<file path="src/rtl/instruction_fetch_queue_pkg.sv">
// Shared definitions for the instruction fetch queue: default widths, reset PC, redirect-select encoding.
// Latency: n/a (types, constants and pure functions only).
// Backpressure: n/a.
package instruction_fetch_queue_pkg;

   localparam int unsigned NB_INSTR_DEF = 32;
   localparam int unsigned NB_INM_I_DEF = 16;
   localparam int unsigned NB_INM_J_DEF = 26;
   localparam int unsigned RESET_PC_DEF = 0;

   typedef enum logic [1:0] {
      SEL_NONE     = 2'd0,
      SEL_BRANCH   = 2'd1,
      SEL_JUMP_INM = 2'd2,
      SEL_JUMP_RS  = 2'd3
   } redirect_sel_e;

   // Fixed priority: register jump beats immediate jump beats branch.
   function automatic redirect_sel_e redirect_select(input logic branch,
                                                     input logic jump_inm,
                                                     input logic jump_rs);
      if (jump_rs)       return SEL_JUMP_RS;
      else if (jump_inm) return SEL_JUMP_INM;
      else if (branch)   return SEL_BRANCH;
      else               return SEL_NONE;
   endfunction

   // True when two or more redirect sources are raised together.
   function automatic logic multi_redirect(input logic a, input logic b, input logic c);
      return (a & b) | (a & c) | (b & c);
   endfunction

endpackage

</file>
<file path="src/rtl/instruction_fetch_queue_fifo.sv">
// Generic synchronous FIFO with flush; head is read combinationally from the storage array.
// Latency: a push is visible at the head the cycle after it is written.
// Backpressure: push ignored when full (unless popping), pop ignored when empty; caller owns the credit.
// Ports: clk_i/rst_i (sync, active-high), flush_i empties the queue, push_i/push_dat_i write the tail,
//        pop_i advances the head, head_dat_o/full_o/empty_o/count_o report state.
module sync_fifo #(
   parameter  int unsigned WIDTH = 8,
   parameter  int unsigned DEPTH = 4,
   localparam int unsigned PW    = $clog2(DEPTH),
   localparam int unsigned CW    = $clog2(DEPTH) + 1
) (
   input  logic             clk_i,
   input  logic             rst_i,
   input  logic             flush_i,
   input  logic             push_i,
   input  logic [WIDTH-1:0] push_dat_i,
   input  logic             pop_i,
   output logic [WIDTH-1:0] head_dat_o,
   output logic             full_o,
   output logic             empty_o,
   output logic [CW-1:0]    count_o
);

   logic [WIDTH-1:0] mem_q [DEPTH];
   logic [PW-1:0]    wr_ptr_q, rd_ptr_q;
   logic [CW-1:0]    count_q;
   logic             do_push, do_pop;

   assign full_o     = (count_q == CW'(DEPTH));
   assign empty_o    = (count_q == '0);
   assign count_o    = count_q;
   assign head_dat_o = mem_q[rd_ptr_q];

   assign do_push = push_i && (!full_o || pop_i);
   assign do_pop  = pop_i && !empty_o;

   // DEPTH is a power of two, so the pointers wrap naturally.
   always_ff @(posedge clk_i) begin
      if (rst_i || flush_i) begin
         wr_ptr_q <= '0;
         rd_ptr_q <= '0;
         count_q  <= '0;
      end else begin
         if (do_push) wr_ptr_q <= wr_ptr_q + PW'(1);
         if (do_pop)  rd_ptr_q <= rd_ptr_q + PW'(1);
         count_q <= count_q + CW'(do_push) - CW'(do_pop);
      end
   end

   always_ff @(posedge clk_i) begin
      if (do_push) mem_q[wr_ptr_q] <= push_dat_i;
   end

endmodule

</file>
<file path="src/rtl/instruction_fetch_queue.sv">
// Instruction prefetch queue: issues PC reads, queues returned instructions, handles branch/jump redirects.
// Latency: fetch issues 1 cycle after reset/redirect; the response is bypassed to decode the cycle it returns.
// Backpressure: i_instr_ready stalls decode; fetch only issues while queued + in-flight < QUEUE_DEPTH.
// Ports: i_clock/i_reset/i_valid control; o_imem_addr/o_imem_req/i_imem_data memory side;
//        o_instr_valid/i_instr_ready/o_instruction/o_pc_plus4 decode side;
//        i_branch/i_jump_inm/i_jump_rs/i_redirect_pc/i_inm_i/i_inm_j/i_rs redirect side, o_redirect_err.
module instruction_fetch_queue
   import instruction_fetch_queue_pkg::*;
#(
   parameter int unsigned         NB_ADDR     = 32,
   parameter int unsigned         NB_INSTR    = NB_INSTR_DEF,
   parameter int unsigned         NB_INM_I    = NB_INM_I_DEF,
   parameter int unsigned         NB_INM_J    = NB_INM_J_DEF,
   parameter int unsigned         QUEUE_DEPTH = 4,
   parameter logic [NB_ADDR-1:0]  RESET_PC    = NB_ADDR'(RESET_PC_DEF)
) (
   input  logic                i_clock,
   input  logic                i_reset,
   input  logic                i_valid,
   output logic [NB_ADDR-1:0]  o_imem_addr,
   output logic                o_imem_req,
   input  logic [NB_INSTR-1:0] i_imem_data,
   output logic                o_instr_valid,
   input  logic                i_instr_ready,
   output logic [NB_INSTR-1:0] o_instruction,
   output logic [NB_ADDR-1:0]  o_pc_plus4,
   input  logic                i_branch,
   input  logic                i_jump_inm,
   input  logic                i_jump_rs,
   input  logic [NB_ADDR-1:0]  i_redirect_pc,
   input  logic [NB_INM_I-1:0] i_inm_i,
   input  logic [NB_INM_J-1:0] i_inm_j,
   input  logic [NB_ADDR-1:0]  i_rs,
   output logic                o_redirect_err
);

   localparam int unsigned CW       = $clog2(QUEUE_DEPTH) + 1;
   localparam int unsigned NB_JHI   = NB_ADDR - NB_INM_J - 2;
   localparam int unsigned NB_ENTRY = NB_ADDR + NB_INSTR;

   logic [NB_ADDR-1:0]  pc_q, pc_d, req_addr_q, req_addr_d;
   logic                inflight_q, inflight_d;
   logic                any_redirect, redirect, fetch, credit;
   logic                head_vld, bypass, pop, push, fifo_pop;
   redirect_sel_e       sel;
   logic [NB_ADDR-1:0]  redir_pc4, br_offset, target;
   logic [NB_ENTRY-1:0] resp_entry, fifo_head, head_entry;
   logic                fifo_full, fifo_empty;
   logic [CW-1:0]       fifo_count;

   // ---------------- redirect target ----------------
   assign any_redirect = i_branch | i_jump_inm | i_jump_rs;
   assign redirect     = i_valid && any_redirect && !i_reset;
   assign sel          = redirect_select(i_branch, i_jump_inm, i_jump_rs);
   assign redir_pc4    = i_redirect_pc + NB_ADDR'(4);
   assign br_offset    = {{(NB_ADDR-NB_INM_I-2){i_inm_i[NB_INM_I-1]}}, i_inm_i, 2'b00};

   always_comb begin
      target = pc_q;
      unique case (sel)
         SEL_JUMP_RS:  target = i_rs;
         SEL_JUMP_INM: target = {redir_pc4[NB_ADDR-1 -: NB_JHI], i_inm_j, 2'b00};
         SEL_BRANCH:   target = redir_pc4 + br_offset;
         default:      target = pc_q;
      endcase
   end

   assign o_redirect_err = i_valid && !i_reset && multi_redirect(i_branch, i_jump_inm, i_jump_rs);

   // ---------------- fetch issue ----------------
   // Every outstanding request owns a queue slot, so a response can always be written.
   assign credit = !fifo_full && ((fifo_count + CW'(inflight_q)) < CW'(QUEUE_DEPTH));
   assign fetch  = i_valid && !i_reset && !any_redirect && credit;

   assign o_imem_req  = fetch;
   assign o_imem_addr = pc_q;

   // ---------------- queue / bypass ----------------
   // A response arriving into an empty queue is presented directly so a redirect costs only two cycles.
   assign resp_entry = {req_addr_q, i_imem_data};
   assign bypass     = fifo_empty && inflight_q;
   assign head_vld   = !fifo_empty || inflight_q;
   assign head_entry = fifo_empty ? resp_entry : fifo_head;
   assign pop        = head_vld && i_instr_ready && i_valid && !redirect;
   assign fifo_pop   = pop && !fifo_empty;
   // Responses are captured even while i_valid is low; a redirect discards them.
   assign push       = inflight_q && !redirect && !i_reset && !(bypass && pop);

   assign o_instr_valid = head_vld;
   assign o_instruction = head_vld ? head_entry[NB_INSTR-1:0] : '0;
   assign o_pc_plus4    = head_vld ? (head_entry[NB_ENTRY-1:NB_INSTR] + NB_ADDR'(4)) : '0;

   sync_fifo #(
      .WIDTH (NB_ENTRY),
      .DEPTH (QUEUE_DEPTH)
   ) u_fifo (
      .clk_i      (i_clock),
      .rst_i      (i_reset),
      .flush_i    (redirect),
      .push_i     (push),
      .push_dat_i (resp_entry),
      .pop_i      (fifo_pop),
      .head_dat_o (fifo_head),
      .full_o     (fifo_full),
      .empty_o    (fifo_empty),
      .count_o    (fifo_count)
   );

   // ---------------- PC / in-flight state ----------------
   always_comb begin
      pc_d       = pc_q;
      req_addr_d = req_addr_q;
      inflight_d = fetch;
      if (redirect) begin
         pc_d = target;
      end else if (fetch) begin
         pc_d       = pc_q + NB_ADDR'(4);
         req_addr_d = pc_q;
      end
   end

   always_ff @(posedge i_clock) begin
      if (i_reset) begin
         pc_q       <= RESET_PC;
         req_addr_q <= RESET_PC;
         inflight_q <= 1'b0;
      end else begin
         pc_q       <= pc_d;
         req_addr_q <= req_addr_d;
         inflight_q <= inflight_d;
      end
   end

endmodule

</file>
<file path="config.mk">
export PLATFORM = sky130hd
export DESIGN_NAME = instruction_fetch_queue
export DESIGN_NICKNAME = d
export VERILOG_FILES = /design/src/rtl/instruction_fetch_queue_pkg.sv /design/src/rtl/instruction_fetch_queue_fifo.sv /design/src/rtl/instruction_fetch_queue.sv
export SDC_FILE = /design/constraint.sdc
export NUM_CORES = 1
export LEC_CHECK = 0
export BUFFER_PORTS_ARGS = -buffer_cell sky130_fd_sc_hd__buf_2
export CAP_MARGIN = 25
export CORE_ASPECT_RATIO = 0.7
export CORE_MARGIN = 3
export CORE_UTILIZATION = 41
export DETAILED_ROUTE_END_ITERATION = 7
export GPL_TIMING_DRIVEN = 0
export SYNTH_ARGS = -nofsm -noshare
export SYNTH_HDL_FRONTEND = slang
export SYNTH_SLANG_ARGS = --single-unit
</file>
<file path="constraint.sdc">
create_clock -name i_clock -period 6.65 [get_ports i_clock]
set_input_delay 1.33 -clock i_clock [delete_from_list [all_inputs] [get_ports i_clock]]
set_output_delay 1.33 -clock i_clock [all_outputs]
set_load 0.01 [all_outputs]
</file>
# Word-level counts from Yosys, hierarchy flattened
# Memory sizes are Yosys's and may differ from the RTL's. A register that Yosys moved wholly into a read port is not among the register bits.
# Cells that the tools add are included.
[op_classes]
n_addsub = 9
order_cmp = 1
n_eq_ne = 5
muxes = 13
n_bitwise = 8
n_reduce_logical = 31
[op_table]
columns = ["op", "count"]
rows = [
  ["two-way mux 32 bit", 4],
  ["adder 32 x 3 -> 32 bit, second input constant", 3],
  ["one-hot mux 32 bit (3 select lines)", 1],
  ["two-way mux 64 bit", 1],
  ["adder 32 bit", 1],
  ["logical AND 1 bit", 18],
  ["two-way mux 2 bit", 4],
  ["adder 3 x 1 -> 3 bit", 2],
  ["zero test 1 bit", 6],
  ["adder 2 x 1 -> 2 bit, second input constant", 2],
  ["equality test 2 bit, second input constant", 2],
  ["inequality test 4 x 1 -> 1 bit, second input constant", 1],
  ["OR 1 bit", 4],
  ["AND reduction 2 bit", 2],
  ["AND 1 bit", 3],
  ["equality test 3 bit, second input constant", 1],
  ["zero test 3 bit", 1],
  ["logical OR 1 bit", 3],
  ["< comparator 3 bit, second input constant", 1],
  ["two-way mux 1 bit", 3],
  ["subtractor 3 x 1 -> 3 bit", 1],
  ["equality test 2 x 1 -> 1 bit, second input constant", 1],
  ["nonzero test 2 bit", 1],
  ["inverter 1 bit", 1],
]
[totals]
reg_bits = 72
ram_bits = 256
elab_cells = 74
memories = 1
[mem_list]
columns = ["memory", "words", "width", "rd", "rd_ports_with_merged_regs", "wr", "line", "rtl"]
rows = [
  ["u_fifo.mem_q", 4, 64, 1, 1, 1, "instruction_fetch_queue_fifo.sv:24", "logic [WIDTH-1:0] mem_q [DEPTH];"],
]

# Logic depth before layout (Yosys ltp)
[logic_depth]
depth_word = 12
depth_mapped = 16
ltp_nobuf = 15

# Cells and area by module
# From an unflattened synthesis, not the netlist that was laid out.
[hier_totals]
hier_cells = 1483
area_unflattened_um2 = 17265.3
[by_module_without_submodules]
columns = ["mod", "n_inst", "cells_per_inst", "area_per_inst_um2"]
rows = [
  ["sync_fifo", 1, 384, 9686.8],
  ["instruction_fetch_queue", 1, 1099, 7578.5],
]

# Worst setup path before layout
# Ideal clock, no wire load.
[synth_path]
path_kind = "reg-to-output"
from = "register u_fifo.count_q[2], in the netlist u_fifo.count_o[2]"
to = "output o_pc_plus4[28]"
arrival_time_ps = 3221
required_time_ps = 5320
path_slack_ps = 2099
stages_incl_launch_ff = 16
path_buffers = 4
path_cell_list = "dfxtp_1 -> buf_2 -> nor3_2 -> clkbuf_1 -> clkbuf_1 -> clkbuf_1 -> nand2_1 -> nand2_1 -> ha_1 -> and3_1 -> a31oi_1 -> nor4_4 -> and2_4 -> nand3_1 -> xor2_1 -> nor2_1"
[synth_between]
elab_chain_len = 4
elab_cells_between_ends = 6
classes_between = "1 x add/sub; 2 x mux; 3 x reduce/logical"
[synth_rtl]
columns = ["item", "line", "rtl"]
rows = [
  ["from (decl)", "instruction_fetch_queue_fifo.sv:26", "logic [CW-1:0] count_q;"],
  ["from (signal assigned)", "instruction_fetch_queue_fifo.sv:46", "count_q <= count_q + CW'(do_push) - CW'(do_pop);"],
  ["zero test 3 bit *", "instruction_fetch_queue_fifo.sv:30", "assign empty_o = (count_q == '0);"],
  ["two-way mux 64 bit / zero test 1 bit (equally long branches)", "instruction_fetch_queue.sv:83, instruction_fetch_queue.sv:82", ""],
  ["adder 32 x 3 -> 32 bit / logical OR 1 bit (equally long branches)", "instruction_fetch_queue.sv:91, instruction_fetch_queue.sv:82", ""],
  ["two-way mux 32 bit *", "instruction_fetch_queue.sv:91", "assign o_pc_plus4 = head_vld ? (head_entry[NB_ENTRY-1:NB_INSTR] + NB_ADDR'(4)) : '0;"],
  ["to (decl)", "instruction_fetch_queue.sv:26", "output logic [NB_ADDR-1:0] o_pc_plus4,"],
]
# Mark *: on every way between the ends. The rest lies on a longest branch, timed or not.

# Worst setup path in the final report
[layout_path]
from = "register u_fifo.count_q[1], in the netlist u_fifo.count_o[1]"
to = "output o_pc_plus4[18]"
# Same word-level chain as after synthesis.

==> results.md <==
• **Post-CTS Hold Fix Bufs** 0
• **leakage dissipation** 7.46 nW
• **number of flip-flops and latches in the synthesized netlist** 330
• **complex-gate fraction of the synthesized area** 0.111
• **HP Class** flip-flop to flip-flop
• **clock tree from TritonCTS** built
• **Antenna Diode Count** 0
• **via count of the first global-routing pass** 13137
• **clock latency at the later pin of the worst-skew pair** 0.53 ns
• **DIE AREA** 0.0450 mm^2
• **footprint of the flip-flops and latches** 0.00917 mm^2
• **number of detailed-route iterations in the first pass** 6
• **kind of end point of the critical path** primary output
• **standard-cell row count** 62
• **average wire per cell in the routed design** 22.9 um
• **Worst path top cell family by delay** simple AND/OR/NAND/NOR gates
• **Most used DFF post-synth** sky130_fd_sc_hd__edfxtp_1
• **share of post-route cells with drive strength above 1** 0.209
• **crit-path most repeated cell** sky130_fd_sc_hd__clkbuf_2
• **result of the run** completed
• **setup slack on the worst flop-to-flop path** 3.46 ns
• **dominant combinational cell family by area after synthesis** simple AND/OR/NAND/NOR gates
• **Area growth, synth to finish** 18.3%
• **number of buffers on the longest clock path** 3
• **# nets final** 2019
• **GP Congestion** 0.948
• **crit path kind** flip-flop to primary output
• **DR iter-0 viols** 1511
• **most area-hungry cell type in the Yosys netlist** sky130_fd_sc_hd__edfxtp_1
• **total standard cell area after synthesis** 0.0174 mm^2
• **mean area per synthesized cell** 11.3 um^2
• **CP Cell Sequence** nor3_4 -> clkbuf_2 -> clkbuf_2 -> clkbuf_2 -> nand2_1 -> nand2_1 -> ha_1 -> and3_1 -> a31oi_1 -> nor3_1 -> nor3b_1 -> xor2_1 -> nor2_1 -> buf_2
• **layout filler cell count** 3737
• **Post-Synth Simple-Gate Area** 0.157
• **CTS Root Buffer Type** sky130_fd_sc_hd__clkbuf_16
• **Post-Place Cells** 2335
• **RSZ-0062 raised after global routing** false
• **placeable core region** 0.0415 mm^2
• **maximum ir drop on the vdd rail** 0.164 mV
• **gr ovfl total** 0
• **antenna violations before repair** 0
• **area taken by multi-input logic gates** 0.00778 mm^2
• **share of synthesized registers carrying an async set or reset** 0
• **mux share of post-synthesis cell area** 0.0998
• **quantity of I/O buffers inserted on ports** 243
• **number of distinct library cells after synthesis** 78
• **pins over their slew limit** 0
• **Detailed Route WL** 54.8 mm
• **final worst path period need** 6.34 ns
• **number of failing setup endpoints in the final timing report** 0
• **CP Max Fanout** 10
• **top cell type's share of synthesized area** 0.441
• **final period utilization** 0.954
• **global-route wire length before repair** 81.2 mm
• **Peak Freq** 0.158 GHz
• **global-route total usage across every layer** 0.238
• **Post-synth EDFFs** 256
• **PD cells** 228 mW/mm^2
• **DPL Wire Length** 40.6 mm
• **busiest metal layer after global routing** met1
• **max_slew headroom** 0.293
• **total number of vias** 14030
• **Worst Max-Slew Pin Slew** 1.05 ns
• **Slowest Stage Delay on Critical Path** 0.60 ns
• **DR DRC count** 0
• **critical path buffer and inverter count** 4
• **critical path data required time** 5.32 ns
• **library cell contributing the largest single delay on the critical path** sky130_fd_sc_hd__nor3_4
• **drt via density** 5.86
• **post-route antenna net violation count** 0
• **Post-Layout Cell Count** 2395
• **Post-Synthesis Net Count** 1736
• **I/O pins** 244
• **Yosys Warn Count** 0
• **routing usage on met1** 0.376
• **leading post-synthesis cells by cell area** sky130_fd_sc_hd__edfxtp_1 (44%), sky130_fd_sc_hd__dfxtp_1 (8.5%), sky130_fd_sc_hd__nand2_1 (5.5%)
• **vertical extent of the die** 178 um
• **post-route worst hold slack** 0.518 ns
• **synthesized-area fraction occupied by adder cells** 0.0346
• **total number of clock tree sinks** 330
• **Horiz. Die Dim** 252 um
• **portion of the post-synthesis area used by sequential elements** 0.526
• **share of the synthesized netlist area taken by xor and xnor gates** 0.0432
• **maximum number of pins on one net before global-route repair** 54
• **setup TNS** 0 ns
• **# H-tree levels** 2
• **met3 track demand over resource in global routing** 0.0412
• **initial cell density of the core** 0.420
• **number of violations of the max-capacitance limit** 0
• **number of endpoints with negative hold slack in the final report** 0
• **DP Worst Slack** 0.0979 ns
• **fraction of the core area covered by cells at the end of the flow** 0.497
• **least setup slack across all paths after layout** 0.307 ns
• **register clock-pin slew on the reported worst setup and hold paths** 0.07 ns
• **number of instances in the synthesized netlist** 1544
• **Setup crit start kind** flip-flop
• **total CTS buffers** 34
• **Final Skew** 0.0260 ns
• **crit path DAT** 5.01 ns
• **global routing met2 resource utilization** 0.337
-- area by class of cell --
class / count / share of cell area
Clock buffer: 44 / 0.0456
Multi-Input combinational cell: 1103 / 0.378
Sequential cell: 330 / 0.445
Buffer: 80 / 0.0179
Inverter: 31 / 0.00565
Tap cell: 544 / 0.0330
Clock inverter: 16 / 0.0109
Timing Repair Buffer: 247 / 0.0644
-- cells in the final DEF, fill, tap and decap left out, types with 14 or more instances in the layout --
master                      Yosys  layout
sky130_fd_sc_hd__mux2i_1       19      19
sky130_fd_sc_hd__clkbuf_16      0      35
sky130_fd_sc_hd__ha_1          45      45
sky130_fd_sc_hd__mux4_2        42      42
sky130_fd_sc_hd__dfxtp_1       74      74
sky130_fd_sc_hd__mux4_1        22      22
sky130_fd_sc_hd__clkbuf_1      57      59
sky130_fd_sc_hd__inv_1         31      31
sky130_fd_sc_hd__nand4_1       26      26
sky130_fd_sc_hd__a21oi_1       96      96
sky130_fd_sc_hd__a31oi_1       14      14
sky130_fd_sc_hd__nor2_1       103     103
sky130_fd_sc_hd__buf_2          7     250
sky130_fd_sc_hd__xor2_1        37      37
sky130_fd_sc_hd__and3_1        18      18
sky130_fd_sc_hd__nand3_1       83      83
sky130_fd_sc_hd__xnor2_1       49      49
sky130_fd_sc_hd__nand2_1      253     253
sky130_fd_sc_hd__a21o_1        19      19
sky130_fd_sc_hd__edfxtp_1     256     256
sky130_fd_sc_hd__nor3_1        34      34
sky130_fd_sc_hd__o21ai_0       50      50
-- report_power, final --
group	leakage, nW	switching, mW	total [mW]	internal, mW
Clock	0.556	0.808	2.01	1.20
Sequential	2.83	0.0230	2.24	2.22
Combinational	4.08	0.291	0.458	0.167
Total	7.46	1.12	4.71	3.58
-- path summary, 6_finish.rpt --
path | to | cells past startpoint | from
min reg2reg | req_addr_q[31] | 2 | o_imem_addr[31]
max | o_pc_plus4[18] | 14 | u_fifo.count_o[1]
max reg2reg | o_imem_addr[24] | 9 | o_imem_addr[2]
min | req_addr_q[31] | 2 | o_imem_addr[31]
-- per-stage QoR --
stage	area (um^2)	power (mW)
6_report	20600	4.71
5_1_grt	20600	4.87
4_1_cts	20600	4.74
3_5_place_dp	19400	2.73
3_3_place_gp	19300	2.73
2_1_floorplan	17400	2.53
-- sequential cells by signal, summed over array words and instances (netlist names), named ones only --
signal / flops
req_addr_q: 32
u_fifo.mem_q: 256
u_fifo.rd_ptr_q: 2
u_fifo.wr_ptr_q: 2
o_imem_addr: 32
u_fifo.count_o: 3
inflight_q: 1
-- synth_stat cells, types with 26 or more instances --
master / count
sky130_fd_sc_hd__xor2_1: 37
sky130_fd_sc_hd__clkbuf_1: 57
sky130_fd_sc_hd__nor3_1: 34
sky130_fd_sc_hd__nor2_1: 103
sky130_fd_sc_hd__xnor2_1: 49
sky130_fd_sc_hd__nand3_1: 83
sky130_fd_sc_hd__ha_1: 45
sky130_fd_sc_hd__nand4_1: 26
sky130_fd_sc_hd__a21oi_1: 96
sky130_fd_sc_hd__nand2_1: 253
sky130_fd_sc_hd__inv_1: 31
sky130_fd_sc_hd__dfxtp_1: 74
sky130_fd_sc_hd__o21ai_0: 50
sky130_fd_sc_hd__mux4_2: 42
sky130_fd_sc_hd__edfxtp_1: 256
-- worst reg2reg max path, stage by stage, from the launching register on --
cell and delay [ns]:
sky130_fd_sc_hd__dfxtp_1 0.46, sky130_fd_sc_hd__ha_1 0.24, sky130_fd_sc_hd__nand3_1 0.21, sky130_fd_sc_hd__nor4_1 0.95, sky130_fd_sc_hd__nand4_1 0.36, sky130_fd_sc_hd__nor2_1 0.25, sky130_fd_sc_hd__xnor2_1 0.09, sky130_fd_sc_hd__a21oi_1 0.14
sky130_fd_sc_hd__nor2_1 0.06, sky130_fd_sc_hd__a311oi_1 0.34
-- cells by family (layout without fill, tap and decap cells) --
family | Yosys count | count (layout)
compound gates | 296 | 296
xor+xnor | 86 | 86
fa+ha+maj | 47 | 47
buf+inv | 111 | 418
flops | 330 | 330
mux | 85 | 85
simple gates | 589 | 589
-- repair_timing --
item | in CTS | in global routing
pin swaps | 0 | 0
hold endpoints to repair | 0 | 0
endpoints found under the setup margin | 11 | 4
buffers inserted | 0 | 0
cloned | 0 | 0
gates resized for setup | 3 | 4
-- layer usage --
metal | wire length (um) | part of all wire | vias to the layer above
li1 | - | - | 6397
met1 | 26400 | 0.48 | 6984
met2 | 22800 | 0.41 | 573
met3 | 4440 | 0.081 | 76
met4 | 1240 | 0.023 | 0
met5 | 0 | 0 | -
(Power assumes the default switching activity.)
